File: config.mk
export PLATFORM = sky130hd
export DESIGN_NAME = sum_accumulator
export DESIGN_NICKNAME = d
export VERILOG_FILES = /design/src/rtl/adder_pkg.sv /design/src/rtl/acc_datapath.sv /design/src/rtl/sum_accumulator.sv
export SDC_FILE = /design/constraint.sdc
export NUM_CORES = 1
export LEC_CHECK = 0
export CORE_ASPECT_RATIO = 0.75
export CORE_MARGIN = 2
export CORE_UTILIZATION = 35
export CTS_CLUSTER_SIZE = 16
export DETAILED_ROUTE_END_ITERATION = 10
export HOLD_SLACK_MARGIN = 0.08
export SYNTH_ARGS = -nofsm -noshare
export SYNTH_HDL_FRONTEND = slang
export SYNTH_SLANG_ARGS = --single-unit
File: constraint.sdc
create_clock -name clk -period 2.1 [get_ports clk]
set_clock_uncertainty 0.15 [all_clocks]
set_input_delay 0.63 -clock clk [delete_from_list [all_inputs] [get_ports clk]]
set_output_delay 0.63 -clock clk [all_outputs]
set_load 0.05 [all_outputs]
File: src/rtl/adder_pkg.sv
// Shared types and constants for the 2-bit adder and its downstream sum accumulator.
package adder_pkg;

  localparam int unsigned ADDER_OP_W = 2;

  typedef enum logic [1:0] {
    ST_IDLE  = 2'd0,
    ST_ACCUM = 2'd1,
    ST_HOLD  = 2'd2
  } state_t;

  // Width of an unsigned sum of two operands of the given widths.
  function automatic int unsigned sum_width(input int unsigned a_w, input int unsigned b_w);
    return ((a_w > b_w) ? a_w : b_w) + 1;
  endfunction

  localparam int unsigned IN_W_DEFAULT = sum_width(ADDER_OP_W, ADDER_OP_W);

endpackage

File: src/rtl/acc_datapath.sv
// Accumulator register with sticky overflow and result holding register.
// Define ACC_SAT_EN to saturate at 2^ACC_W-1 instead of wrapping.
module acc_datapath #(
  parameter int unsigned IN_W  = 3,
  parameter int unsigned ACC_W = 8
) (
  input  logic             clk,
  input  logic             rst,
  input  logic             clear,
  input  logic             add_en,
  input  logic             load_out,
  input  logic [IN_W-1:0]  in_sum,
  output logic [ACC_W-1:0] out_acc,
  output logic             out_ovf
);

  localparam int unsigned SUM_W = ACC_W + 1;

  logic [ACC_W-1:0] acc;
  logic             ovf;
  logic [SUM_W-1:0] sum_c;
  logic [ACC_W-1:0] acc_nxt_c;
  logic             ovf_nxt_c;

  // Next accumulator value; the extra sum bit is the carry out of the accumulator.
  always_comb begin
    sum_c     = {1'b0, acc} + SUM_W'(in_sum);
    acc_nxt_c = acc;
    ovf_nxt_c = ovf;
    if (add_en) begin
`ifdef ACC_SAT_EN
      if (sum_c[ACC_W]) begin
        acc_nxt_c = '1;
        ovf_nxt_c = 1'b1;
      end else begin
        acc_nxt_c = sum_c[ACC_W-1:0];
      end
`else
      acc_nxt_c = sum_c[ACC_W-1:0];
      ovf_nxt_c = ovf | sum_c[ACC_W];
`endif
    end
  end

  // The result registers capture the value including the final sample.
  always_ff @(posedge clk) begin
    if (rst) begin
      acc     <= '0;
      ovf     <= 1'b0;
      out_acc <= '0;
      out_ovf <= 1'b0;
    end else begin
      if (clear) begin
        acc <= '0;
        ovf <= 1'b0;
      end else begin
        acc <= acc_nxt_c;
        ovf <= ovf_nxt_c;
      end
      if (load_out) begin
        out_acc <= acc_nxt_c;
        out_ovf <= ovf_nxt_c;
      end
    end
  end

endmodule

File: src/rtl/sum_accumulator.sv
// Frame accumulator behind the 2-bit adder: sums N_SAMPLES handshaked inputs and holds the total.
// Build option ACC_SAT_EN selects saturating instead of wrapping accumulation.
module sum_accumulator
  import adder_pkg::*;
#(
  parameter int unsigned IN_W      = IN_W_DEFAULT,
  parameter int unsigned ACC_W     = 8,
  parameter int unsigned N_SAMPLES = 16
) (
  input  logic             clk,
  input  logic             rst,
  input  logic             start,
  input  logic             in_valid,
  output logic             in_ready,
  input  logic [IN_W-1:0]  in_sum,
  output logic             out_valid,
  input  logic             out_ready,
  output logic [ACC_W-1:0] out_acc,
  output logic             out_ovf,
  output logic             busy
);

  localparam int unsigned CNT_W = 8;

  state_t           state;
  state_t           state_nxt_c;
  logic [CNT_W-1:0] count;
  logic [CNT_W-1:0] count_nxt_c;
  logic             xfer_c;
  logic             last_c;
  logic             clear_c;

  assign xfer_c = in_valid && in_ready;
  assign last_c = xfer_c && (count == CNT_W'(N_SAMPLES - 1));

  // Next state, sample counter and accumulator clear.
  always_comb begin
    state_nxt_c = state;
    count_nxt_c = count;
    clear_c     = 1'b0;
    case (state)
      ST_IDLE: begin
        if (start) begin
          state_nxt_c = ST_ACCUM;
          count_nxt_c = '0;
          clear_c     = 1'b1;
        end
      end
      ST_ACCUM: begin
        if (last_c) begin
          state_nxt_c = ST_HOLD;
          count_nxt_c = '0;
        end else if (xfer_c) begin
          count_nxt_c = count + CNT_W'(1);
        end
      end
      ST_HOLD: begin
        if (out_ready) begin
          if (start) begin
            state_nxt_c = ST_ACCUM;
            count_nxt_c = '0;
            clear_c     = 1'b1;
          end else begin
            state_nxt_c = ST_IDLE;
          end
        end
      end
      default: state_nxt_c = ST_IDLE;
    endcase
  end

  // Status outputs are registered from the next state so they decode only flop outputs.
  always_ff @(posedge clk) begin
    if (rst) begin
      state     <= ST_IDLE;
      count     <= '0;
      in_ready  <= 1'b0;
      out_valid <= 1'b0;
      busy      <= 1'b0;
    end else begin
      state     <= state_nxt_c;
      count     <= count_nxt_c;
      in_ready  <= (state_nxt_c == ST_ACCUM);
      out_valid <= (state_nxt_c == ST_HOLD);
      busy      <= (state_nxt_c != ST_IDLE);
    end
  end

  acc_datapath #(
    .IN_W  (IN_W),
    .ACC_W (ACC_W)
  ) u_datapath (
    .clk      (clk),
    .rst      (rst),
    .clear    (clear_c),
    .add_en   (xfer_c),
    .load_out (last_c),
    .in_sum   (in_sum),
    .out_acc  (out_acc),
    .out_ovf  (out_ovf)
  );

endmodule

Yosys cells after proc, flatten, opt, wreduce, memory -nomap -nowiden:

Index checks and enable logic that the tools add are counted.

* output and inout bits: 12
* flip-flop bits (word level): 31

* bitwise operators: 1
* multiplexer cells: 15
* eq/ne operators: 7
* reductions and logical operators: 7
* $add $sub $neg: 2

Operators with widths (number)
* 8-bit two-way mux: 5
* 8-bit one-hot mux with 3 select lines: 1
* 8-bit by 3-bit adder with 9-bit output: 1
* 8-bit by 1-bit adder with 8-bit output, second input constant: 1
* 8-bit by 4-bit equality test with 1-bit output, second input constant: 1
* 2-bit two-way mux: 3
* 2-bit one-hot mux with 3 select lines: 1
* 2-bit by 1-bit equality test with 1-bit output, second input constant: 2
* 2-bit equality test, second input constant: 2
* 1-bit two-way mux: 4
* 3-bit != test, second input constant: 1
* 3-bit AND reduction: 1
* 3-bit nonzero test: 1
* 1-bit logical AND: 2
* 2-bit logical NOT: 1
* 2-bit != test, second input constant: 1
* 1-bit one-hot mux with 2 select lines: 1
* 2-bit nonzero test: 1
* 2-bit OR reduction: 1
* 1-bit bitwise OR: 1

Logic depth before layout (Yosys ltp):

Gate-level depths: netlist (run 1).

* depth after elaboration: 5
* mapped depth: 7

Modules after synthesis:

From an unflattened synthesis (run 1), not the netlist that was laid out.

* cells, all modules: 150
* area, all modules: 1400.1 sq um

By module, submodules not included
* acc_datapath: instances 1, cells an instance 82, area each 808.3 sq um
* sum_accumulator: instances 1, cells an instance 68, area each 591.8 sq um

Worst setup path before layout (run 1):

No wires, ideal clock.

* path kind: input to register
* from: input in_sum[0]
* to: register u_datapath.out_acc[6]
* path slack: -20 ps
* setup time: 86 ps
* arrival time: 1884 ps
* cell stages on the path: 7
* data required time: 1864 ps
* path buffers: 0
* cell sequence: ha_1 -> inv_1 -> fa_1 -> nor2b_1 -> o2111ai_1 -> xor2_1 -> a211oi_1

* word-level cells in the longest chain between the ends: 2

Ends and longest elaborated chain
* start: declaration: line sum_accumulator.sv:15 `input logic [IN_W-1:0] in_sum,`
* 8-bit by 3-bit adder with 9-bit output: line acc_datapath.sv:27 `sum_c = {1'b0, acc} + SUM_W'(in_sum);`
* 8-bit two-way mux: line acc_datapath.sv:30 `if (add_en) begin`
* end signal: assignment: line acc_datapath.sv:61 `out_acc <= acc_nxt_c;`
* end: declaration: line acc_datapath.sv:13 `output logic [ACC_W-1:0] out_acc,`

Every way passes these cells.
A chain may end at the register's enable or synchronous reset.

Worst setup path after layout (run 1):

* from: input in_sum[2]
* to: register u_datapath.out_acc[7]

Same word-level chain as after synthesis.

==> impl_metrics.env, run 1 <==
export IMPL_startpoint_type="primary input"
export IMPL_path_max_fanout=3
export IMPL_yosysUniqueCellTypes=40
export IMPL_antenna_found_initial=0
export IMPL_syn2layout_area_growth_pct=38.40
export IMPL_dieWidth_um=75.95
export IMPL_peakVddDrop_v=0.0003193
export IMPL_portBuffers=19
export IMPL_timing_rr_start="count[4]$_SDFFE_PP0P_"
export IMPL_synth_mux_area_frac=0.007366
export IMPL_clkLatencyLatePin_ns=0.28
export IMPL_hold_path_depth=2
export IMPL_synth_top_cell_by_area="dfxtp_1"
export IMPL_drive_above_1_share=0.3000
export IMPL_tightestPinTransition_ns=0.2871
export IMPL_ctsHoldBuffers=0
export IMPL_fin_crit_sh=0.9832
export IMPL_die_area_um2=4402
export IMPL_synthFlopType="dfxtp_1"
export IMPL_drv_slew=0
export IMPL_cts_root_buffer="clkbuf_8"
export IMPL_setup_viol=0
export IMPL_yosysSeqAreaShare=0.4567
export IMPL_arrival_ns=2.07
export IMPL_die_y_um=57.96
export IMPL_core_area_um2=3685
export IMPL_yosys_area_share_adder=0.05157
export IMPL_postRouteAntennaNets=0
export IMPL_syn_num_nets=161
export IMPL_groute_usage_overall=0.1566
export IMPL_whs_endpoint="u_datapath.ovf$_SDFF_PP0_"
export IMPL_pwr_share_comb=0.107
export IMPL_dpl_hpwl_um=2417
export IMPL_cts_tree="built"
export IMPL_totalWireLength_um=3093
export IMPL_p_per_area_nw_per_um2=655.6
export IMPL_p_sw_frac=0.2246
export IMPL_reg2reg_depth=4
export IMPL_drc_errors=0
export IMPL_synth_compound_area_frac=0.1924
export IMPL_finalHoldViolCount=0
export IMPL_htreeDepth=2
export IMPL_rsz0062_at_grt="true"
export IMPL_fill_cells=346
export IMPL_end_kind="flop"
export IMPL_gp_congestion=0.8113
export IMPL_grt_first_pass_wirelength_um=5237
export IMPL_io_pins=20
export IMPL_syn_avg_cell_area_um2=9.181
export IMPL_p_switching_mw=0.2769
export IMPL_yosysWarnings=0
export IMPL_synth_edf_count=0
export IMPL_fmax_mhz=484.3
export IMPL_grt_pass1_vias=1161
export IMPL_final_area_um2=1881
export IMPL_relSlewSlack=0.8072
export IMPL_num_vias=1225
export IMPL_internal_power_mw=0.9560
export IMPL_synth_top_family_by_area="simple AND/OR/NAND/NOR gates"
export IMPL_yosys_area_share_simple=0.2265
export IMPL_reg2reg_setup_slack_ns=0.20
export IMPL_worstHoldStart="u_datapath.ovf$_SDFF_PP0_"
export IMPL_yosys_top_cells_area="dfxtp_1 (46%), nor2_1 (7.5%), a211oi_1 (3.9%)"
export IMPL_clkPwrFrac=0.406
export IMPL_grt_overflow_total=0
export IMPL_synth_xor_area_frac=0.03223
export IMPL_clockBufferDepth=2
export IMPL_hold_path_class="flop to flop"
export IMPL_pwr_share_seq=0.487
export IMPL_cts_sinks=31
export IMPL_ys_async_sr_fraction=0
export IMPL_rows=19
export IMPL_maxCapViolCount=0
export IMPL_dpl_instance_area_um2=1723
export IMPL_synthesis_instances=148
export IMPL_first_pass_iters=4
export IMPL_cts_setup_buffers=0
export IMPL_viasPerCell=5.062
export IMPL_fin_crit_ns=2.065
export IMPL_synth_top_area_frac=0.4567
export IMPL_leakage_nw=0.7023
export IMPL_drtIter0Drc=53
export IMPL_required_ns=2.11
export IMPL_synth_area_um2=1359
export IMPL_clk_pin_slew_ns=0.06
export IMPL_ys_ff_latch=31
export IMPL_routedWlPerCell_um=12.78
export IMPL_grt_start_max_net_pins=17
export IMPL_diodes=0
export IMPL_cts_buffers=5
export IMPL_utilization=0.5104
export IMPL_final_nets=202
export IMPL_start_util=0.3688
export IMPL_outcome="finished clean"
export IMPL_rr_endpoint="count[5]$_SDFFE_PP0P_"
export IMPL_critPathKind="primary input to flop"
through the flow:
| step | worst slack, ns | setup TNS, ns | total power, mW | std cells | hold slack (ns) |
|---|---|---|---|---|---|
| 2_1_floorplan | 0.01645 | 0 | 0.6751 | 148 | 0.2837 |
| 3_3_place_gp | -0.5287 | -8.760 | 0.7354 | 234 | 0.3007 |
| 3_5_place_dp | -0.5614 | -9.513 | 0.7381 | 234 | 0.3206 |
| 4_1_cts | 0.009923 | 0 | 1.245 | 242 | 0.3351 |
| 5_1_grt | -0.03398 | -0.08620 | 1.296 | 242 | 0.3532 |
| 6_report | 0.03535 | 0 | 1.233 | 242 | 0.3281 |
cells in the mapped netlist (all sizes together) (2+ instances only):
cell type	count
dfxtp	31
nor2	27
a21oi	10
a211oi	9
o21ai	7
inv	5
nor3	5
or3	5
clkbuf	4
ha	4
nand2	4
nor2b	4
xnor2	3
a22oi	2
and2	2
nand2b	2
nand3	2
nand4	2
nor4	2
o21a	2
or4	2
xor2	2
registers in the layout, summed over array words and instances, names as in the netlist:
name                flops
u_datapath.out_acc      8
u_datapath.acc          8
count                   8
u_datapath.out_ovf      1
u_datapath.ovf          1
busy                    1
state                   2
out_valid               1
in_ready                1
layer usage:
layer / up-vias / part of all wire / global-route usage
li1: 614 / - / -
met1: 573 / 0.51 / 0.1984
met4: 0 / 0.036 / 0.1143
met2: 26 / 0.42 / 0.2321
met3: 12 / 0.043 / 0.04517
met5: - / 0 / 0
power groups by stage:
| stage | registers, mW | logic, mW | clock network (mW) |
|---|---|---|---|
| floorplan | 0.623 | 0.0520 | 0 |
| global placement | 0.612 | 0.123 | 0 |
| detailed placement | 0.613 | 0.125 | 0 |
| CTS | 0.600 | 0.128 | 0.517 |
| global route | 0.600 | 0.143 | 0.552 |
| finish | 0.600 | 0.132 | 0.500 |
how the worst max path moves through the flow:
stage / startpoint / to / slack, ns / cells after the start
finish: in_sum[2] / u_datapath.out_acc[7]$_SDFFE_PP0P_ / 0.04 / 7
global route: in_sum[2] / u_datapath.out_acc[5]$_SDFFE_PP0P_ / -0.03 / 7
CTS: in_sum[0] / u_datapath.out_acc[6]$_SDFFE_PP0P_ / 0.01 / 8
detailed placement: in_sum[0] / u_datapath.out_acc[6]$_SDFFE_PP0P_ / -0.56 / 8
global placement: in_sum[0] / u_datapath.out_acc[6]$_SDFFE_PP0P_ / -0.53 / 8
floorplan: in_sum[0] / u_datapath.out_acc[6]$_SDFFE_PP0P_ / 0.02 / 7
layout by cell type (no fill, tap or decap), types with 2 or more instances in the layout:
master | synthesis | layout
o21ai_0 | 6 | 5
xnor2_1 | 3 | 3
a211oi_1 | 7 | 6
nand2b_1 | 2 | 2
nand3_1 | 2 | 2
a211oi_2 | 2 | 3
inv_1 | 5 | 4
nand4_1 | 2 | 2
nor2_1 | 27 | 26
xor2_1 | 2 | 2
buf_4 | 0 | 30
o21a_1 | 2 | 2
o21ai_1 | 1 | 2
dfxtp_1 | 31 | 31
clkbuf_8 | 0 | 7
clkdlybuf4s50_1 | 0 | 4
and2_1 | 2 | 2
nor2b_1 | 4 | 3
nor3_1 | 4 | 3
ha_1 | 4 | 2
nand2_1 | 4 | 4
a21oi_1 | 10 | 9
or3_1 | 4 | 4
worst max-delay path, cell delays in order:
cell             delay (ns)
clkdlybuf4s50_1        0.45
ha_4                   0.19
a211oi_2               0.22
buf_4                  0.16
nor4_2                 0.04
xnor2_1                0.26
a211oi_2               0.11
cells by family (layout without fill, tap and decap cells):
kind of cell,after synthesis,in the layout
DFF,31,31
adders and majority gates,5,5
xor gates and xnor gates,5,5
buffers and inverters,10,52
muxes,1,1
and+or+nand+nor,59,59
AOI/OAI and AO/OA,37,37
what timing repair did:
| item | CTS | global route |
|---|---|---|
| setup endpoints to repair | 15 | 13 |
| pin swaps | 5 | 8 |
| resized for setup | 12 | 6 |
area by class of cell:
type,count,area [µm²],share of cell area
clock buffers,8,100.1,0.05323
flip-flops and latches,31,620.6,0.3300
well taps,52,65.06,0.03460
inverters,5,18.77,0.009980
repair buffers,39,327.8,0.1743
multi-input cells,107,748.2,0.3979
Power figures use the tool's default switching activity.
==> run 2, diff against run 1 <==
--- a/config.mk
+++ b/config.mk
@@ -5,12 +5,14 @@
 export SDC_FILE = /design/constraint.sdc
 export NUM_CORES = 1
 export LEC_CHECK = 0
+export CAP_MARGIN = 20
 export CORE_ASPECT_RATIO = 0.75
 export CORE_MARGIN = 2
-export CORE_UTILIZATION = 35
+export CORE_UTILIZATION = 30
 export CTS_CLUSTER_SIZE = 16
 export DETAILED_ROUTE_END_ITERATION = 10
 export HOLD_SLACK_MARGIN = 0.08
+export PLACE_DENSITY = 0.48
 export SYNTH_ARGS = -nofsm -noshare
 export SYNTH_HDL_FRONTEND = slang
 export SYNTH_SLANG_ARGS = --single-unit
==> run 2 against run 1 <==
Effect of this change: non-clock buffer count grew 1; die area increased by 16%; largest cell class unchanged; count of clock-buffer cells in the layout is 2 lower; cell area about the same; critical path depth fell by 2; total power down 3.2%; largest power group unchanged; via count down 0.73%; global-route usage decreased by 2.0 points; cell count increased by 2.1%; sequential share of layout area hardly changed.
==> impl_metrics.env, run 2 (same netlist as run 1, synthesis figures left out) <==
export IMPL_leakage_nw=0.7135
export IMPL_outcome="finished clean"
export IMPL_diodes=0
export IMPL_cts_root_buffer="clkbuf_8"
export IMPL_finalHoldViolCount=0
export IMPL_fin_crit_sh=0.9595
export IMPL_drtIter0Drc=65
export IMPL_crit_chain="clkdlybuf4s50_1 > nand2b_1 > o22a_2 > or4_1 > a21oi_1"
export IMPL_end_kind="flop"
export IMPL_critical_path_max_stage_delay_ns=0.48
export IMPL_postRouteAntennaNets=0
export IMPL_arrival_ns=2.07
export IMPL_finalNonFillerCells=247
export IMPL_peakVddDrop_v=0.0002655
export IMPL_clk_pin_slew_ns=0.07
export IMPL_routedWlPerCell_um=12.51
export IMPL_fmax_mhz=496.3
export IMPL_dp_cells=239
export IMPL_ctsHoldBuffers=0
export IMPL_cts_buffers=5
export IMPL_grt_pass1_vias=1121
export IMPL_final_nets=203
export IMPL_drc_errors=0
export IMPL_cts_sinks=31
export IMPL_clockBufferDepth=2
export IMPL_io_pins=20
export IMPL_drv_slew=0
export IMPL_cts_tree="built"
export IMPL_drive_above_1_share=0.3158
export IMPL_setup_viol=0
export IMPL_path_max_fanout=7
export IMPL_grt_first_pass_wirelength_um=5271
export IMPL_maxCapViolCount=0
export IMPL_die_y_um=62.29
export IMPL_place_ws_ns=-0.6082
export IMPL_groute_usage_overall=0.1365
export IMPL_dpl_hpwl_um=2277
export IMPL_final_area_um2=1882
export IMPL_start_util=0.3078
export IMPL_viasPerCell=4.923
export IMPL_rsz0062_at_grt="false"
export IMPL_clkLatencyLatePin_ns=0.28
export IMPL_htreeDepth=2
export IMPL_critPathKind="primary input to flop"
export IMPL_first_pass_iters=4
export IMPL_portBuffers=19
export IMPL_grt_overflow_total=0
export IMPL_relSlewSlack=0.7999
export IMPL_die_area_um2=5089
export IMPL_gp_congestion=0.8007
export IMPL_layout_common_cells="dfxtp_1 (31), buf_4 (30), nor2_1 (26)"
export IMPL_reg_top3="count: 8 flops, u_datapath.acc: 8 flops, u_datapath.out_acc: 8 flops"
export IMPL_p_per_area_nw_per_um2=634.0
export IMPL_setup_ws_ns=0.08497
export IMPL_startpoint_type="primary input"
export IMPL_totalWireLength_um=3089
export IMPL_tightestPinTransition_ns=0.3001
export IMPL_fin_crit_ns=2.015
export IMPL_core_area_um2=4414
export IMPL_hold_path_class="flop to flop"
export IMPL_dpl_instance_area_um2=1717
export IMPL_crit_path_top_delay_cell="clkdlybuf4s50_1"
export IMPL_grt_start_max_net_pins=10
export IMPL_whs_ns=0.3316
export IMPL_required_ns=2.16
export IMPL_dieWidth_um=81.71
export IMPL_num_vias=1216
export IMPL_rows=21
export IMPL_antenna_found_initial=0
export IMPL_syn2layout_area_growth_pct=38.49
export IMPL_mostFrequentLayoutCell="dfxtp_1"
run 2: cell type report:
class / instances / area, µm²
clock buffers: 6 / 82.58
clock inverters: 1 / 5.005
multi-input cells: 107 / 754.5
inverters: 5 / 18.77
repair buffers: 40 / 329.1
well taps: 57 / 71.32
flip-flops and latches: 31 / 620.6
fillers: 418 / 2532
run 2: final timing paths:
check                               startpoint                            endpoint  slack, ns  cells after the start
setup reg to reg  u_datapath.acc[0]$_SDFF_PP0_  u_datapath.out_acc[6]$_SDFFE_PP0P_       0.21                      7
hold reg to reg      u_datapath.ovf$_SDFF_PP0_           u_datapath.ovf$_SDFF_PP0_       0.33                      2
setup / recovery                         start               count[6]$_SDFFE_PP0P_       0.08                      5
hold / removal       u_datapath.ovf$_SDFF_PP0_           u_datapath.ovf$_SDFF_PP0_       0.33                      2
run 2: repair_timing:
| action | in CTS | in global routing |
|---|---|---|
| setup endpoints to repair | 22 | 15 |
| setup buffers | 1 | 0 |
| pin swaps | 9 | 6 |
| gates resized for setup | 16 | 8 |
run 2: metal layers:
metal / wire length, µm / GRT usage / vias to the layer above
met5: 0 / 0 / -
met4: 40 / 0.05625 / 0
met3: 203 / 0.04360 / 8
met2: 1252 / 0.1783 / 43
met1: 1593 / 0.2036 / 550
li1: - / - / 615
run 2: power by group:
part,leakage [nW],switching (mW),internal [mW]
registers,0.251,0.00506,0.595
logic,0.416,0.0689,0.0570
clock network,0.0470,0.210,0.257
run 2: worst max-delay path, delay by kind of cell:
family                 cells  cell delay, ns
and+or+nand+nor            2            0.55
buffers and inverters      1            0.48
AOI/OAI and AO/OA          2            0.40
run 2: per-stage QoR:
stage               total power, mW  setup TNS, ns    util
floorplan                    0.6751              0       -
global placement             0.7308         -9.571  0.3889
detailed placement           0.7316         -10.24  0.3889
CTS                           1.208              0  0.4212
global route                  1.250              0  0.4263
finish                        1.193              0  0.4263
==> run 3, diff against run 2 <==
--- a/config.mk
+++ b/config.mk
@@ -6,7 +6,7 @@
 export NUM_CORES = 1
 export LEC_CHECK = 0
 export CAP_MARGIN = 20
-export CORE_ASPECT_RATIO = 0.75
+export CORE_ASPECT_RATIO = 0.6
 export CORE_MARGIN = 2
 export CORE_UTILIZATION = 30
 export CTS_CLUSTER_SIZE = 16
@@ -15,4 +15,5 @@
 export PLACE_DENSITY = 0.48
 export SYNTH_ARGS = -nofsm -noshare
 export SYNTH_HDL_FRONTEND = slang
+export SYNTH_HIERARCHICAL = 1
 export SYNTH_SLANG_ARGS = --single-unit
==> run 3 against run 2 <==
Effect of this change: synthesized area increased by 3.0%; worst hold slack worse by 0.0023 ns; fmax down 1.5%; synthesized cell count grew 1.4%; sequential power up 1%; setup slack got worse by 0.032 ns; combinational power up 6%; count of clock-buffer cells in the layout unchanged; largest power group unchanged.
==> impl_metrics.env, run 3 <==
export IMPL_ys_async_sr_fraction=0
export IMPL_synth_common_cells="dfxtp_1 (31), nor2_1 (24), a21oi_1 (11)"
export IMPL_yosysUniqueCellTypes=38
export IMPL_cts_sinks=31
export IMPL_mostFrequentLayoutCell="buf_4"
export IMPL_ys_ff_latch=31
export IMPL_yosysSeqAreaShare=0.4433
export IMPL_synth_area_um2=1400
export IMPL_reg2reg_depth=7
export IMPL_hold_path_depth=2
export IMPL_dpl_hpwl_um=2347
export IMPL_synth_edf_count=0
export IMPL_cts_root_buffer="clkbuf_8"
export IMPL_fin_crit_ns=2.047
export IMPL_leakage_nw=0.7285
export IMPL_drc_errors=0
export IMPL_totalWireLength_um=3399
export IMPL_pwr_share_comb=0.111
export IMPL_grt_start_max_net_pins=16
export IMPL_yosysMostFrequentCell="dfxtp_1"
export IMPL_core_area_um2=4541
export IMPL_htreeDepth=2
export IMPL_grt_first_pass_wirelength_um=5802
export IMPL_finalHoldViolCount=0
export IMPL_yosys_top_cells_area="dfxtp_1 (44%), nor2_1 (6.4%), a21oi_1 (3.9%)"
export IMPL_cts_buffers=5
export IMPL_rsz0062_at_grt="true"
export IMPL_viasPerCell=4.724
export IMPL_dieWidth_um=92.20
export IMPL_postRouteAntennaNets=0
export IMPL_p_switching_mw=0.2933
export IMPL_hold_path_class="flop to flop"
export IMPL_path_max_fanout=2
export IMPL_synth_top_area_frac=0.4433
export IMPL_synth_top_cell_by_area="dfxtp_1"
export IMPL_p_sw_frac=0.2431
export IMPL_gp_congestion=0.7812
export IMPL_syn_num_nets=163
export IMPL_synthFlopType="dfxtp_1"
export IMPL_yosysWarnings=6
export IMPL_maxCapViolCount=0
export IMPL_drtIter0Drc=25
export IMPL_clockBufferDepth=2
export IMPL_fmax_mhz=488.6
export IMPL_required_ns=2.16
export IMPL_critPathKind="primary input to flop"
export IMPL_antenna_found_initial=0
export IMPL_reg_top3="count: 8 flops, u_datapath/acc: 8 flops, u_datapath/out_acc: 8 flops"
export IMPL_fin_crit_sh=0.9746
export IMPL_routedWlPerCell_um=13.38
export IMPL_whs_ns=0.3293
export IMPL_peakVddDrop_v=0.0002156
export IMPL_diodes=0
export IMPL_drive_above_1_share=0.4031
export IMPL_setup_viol=0
export IMPL_reg2reg_setup_slack_ns=0.11
export IMPL_groute_usage_overall=0.1435
export IMPL_tightestPinTransition_ns=0.4889
export IMPL_end_kind="flop"
export IMPL_start_util=0.3083
export IMPL_syn2layout_area_growth_pct=42.54
export IMPL_portBuffers=19
export IMPL_die_area_um2=5247
export IMPL_rows=19
export IMPL_final_nets=204
export IMPL_first_pass_iters=4
export IMPL_startpoint_type="primary input"
export IMPL_clkLatencyLatePin_ns=0.28
export IMPL_relSlewSlack=0.6711
export IMPL_layout_common_cells="buf_4 (31), dfxtp_1 (27), nor2_1 (23)"
export IMPL_grt_pass1_vias=1249
export IMPL_outcome="finished clean"
export IMPL_tns_ns=0
export IMPL_grt_overflow_total=0
export IMPL_drv_slew=0
export IMPL_pwr_share_seq=0.503
export IMPL_internal_power_mw=0.9134
export IMPL_num_vias=1200
export IMPL_p_per_area_nw_per_um2=604.7
export IMPL_die_y_um=56.92
export IMPL_ctsHoldBuffers=0
export IMPL_clkPwrFrac=0.386
export IMPL_syn_avg_cell_area_um2=9.334
export IMPL_clk_pin_slew_ns=0.07
export IMPL_io_pins=20
export IMPL_cts_tree="built"
export IMPL_utilization=0.4395
export IMPL_synthesis_instances=150
export IMPL_arrival_ns=2.11
==> run 3: cell count changes after synthesis, sizes merged, moves of 2 or more <==
cell,change
o211ai,+2
and2,-2
or4,+2
inv,+4
o21a,-2
nor3,-2
o31ai,+2
mux2i,+2
or3,-2
nor2b,-2
a22oi,-2
nor2,-3
buf,+2
==> run 3: cell type report <==
class | instances | area, µm²
Fill cell | 441 | 2545
Tap cell | 63 | 78.83
Inverter | 9 | 33.78
Multi-Input combinational cell | 104 | 839.6
Clock inverter | 1 | 5.005
Timing Repair Buffer | 40 | 330.3
Sequential cell | 31 | 625.6
Clock buffer | 6 | 82.58
==> run 3: metrics by stage <==
stage,power [mW],setup WS [ns],instances,cell area (µm²)
floorplan,0.6873,-0.05810,150,1420
global placement,0.7339,-0.6464,240,1737
detailed placement,0.7360,-0.6750,240,1737
CTS,1.214,0.001516,253,1947
global route,1.273,-0.01007,254,1996
finish,1.207,0.05337,254,1996
==> run 3: cells by family (layout without fill, tap and decap cells) <==
logic type | after synthesis | in the layout | synth area share
and+or+nand+nor | 54 | 54 | 0.2047
AOI/OAI and AO/OA | 35 | 35 | 0.1921
xor gates and xnor gates | 7 | 7 | 0.04379
adders and majority gates | 5 | 5 | 0.05005
DFF | 31 | 31 | 0.4433
buffers and inverters | 15 | 56 | 0.04468
muxes | 3 | 3 | 0.02145
==> run 3: power by group through the flow <==
stage	logic, mW	clock network [mW]	registers (mW)
after CTS	0.129	0.479	0.606
after global routing	0.148	0.517	0.608
after global placement	0.116	0	0.618
after floorplan	0.0595	0	0.628
after detailed placement	0.118	0	0.618
final	0.134	0.465	0.607
==> run 3: routing by layer <==
metal  wire length, µm  vias to the layer above  track usage
met5                 0                        -            0
met4                28                        0      0.03838
met3                85                        2      0.04430
met2              1489                       17       0.2332
met1              1796                      570       0.1874
li1                  -                      611            -
==> run 3: final timing paths <==
| check | startpoint | end |
|---|---|---|
| max | in_sum[0] | u_datapath/ovf$_SDFF_PP0_ |
| min | count[1]$_SDFFE_PP0P_ | count[1]$_SDFFE_PP0P_ |
| max reg2reg | count[0]$_SDFFE_PP0P_ | u_datapath/out_acc[1]$_SDFFE_PP0P_ |
| min reg2reg | count[1]$_SDFFE_PP0P_ | count[1]$_SDFFE_PP0P_ |
==> run 3: worst max-delay path, stage by stage <==
cell and delay [ns]:
buf_6 0.07, ha_4 0.12, inv_2 0.04, fa_2 0.38, and2b_1 0.23, o211ai_2 0.11
o31a_1 0.34, buf_4 0.14, nor2_2 0.06
==> run 3: what timing repair did <==
action                     4_1_cts  5_1_grt
cloned                           1        0
buffers inserted                 5        1
setup endpoints to repair       22       17
gates resized for setup         29       10
pin swaps                       13        9
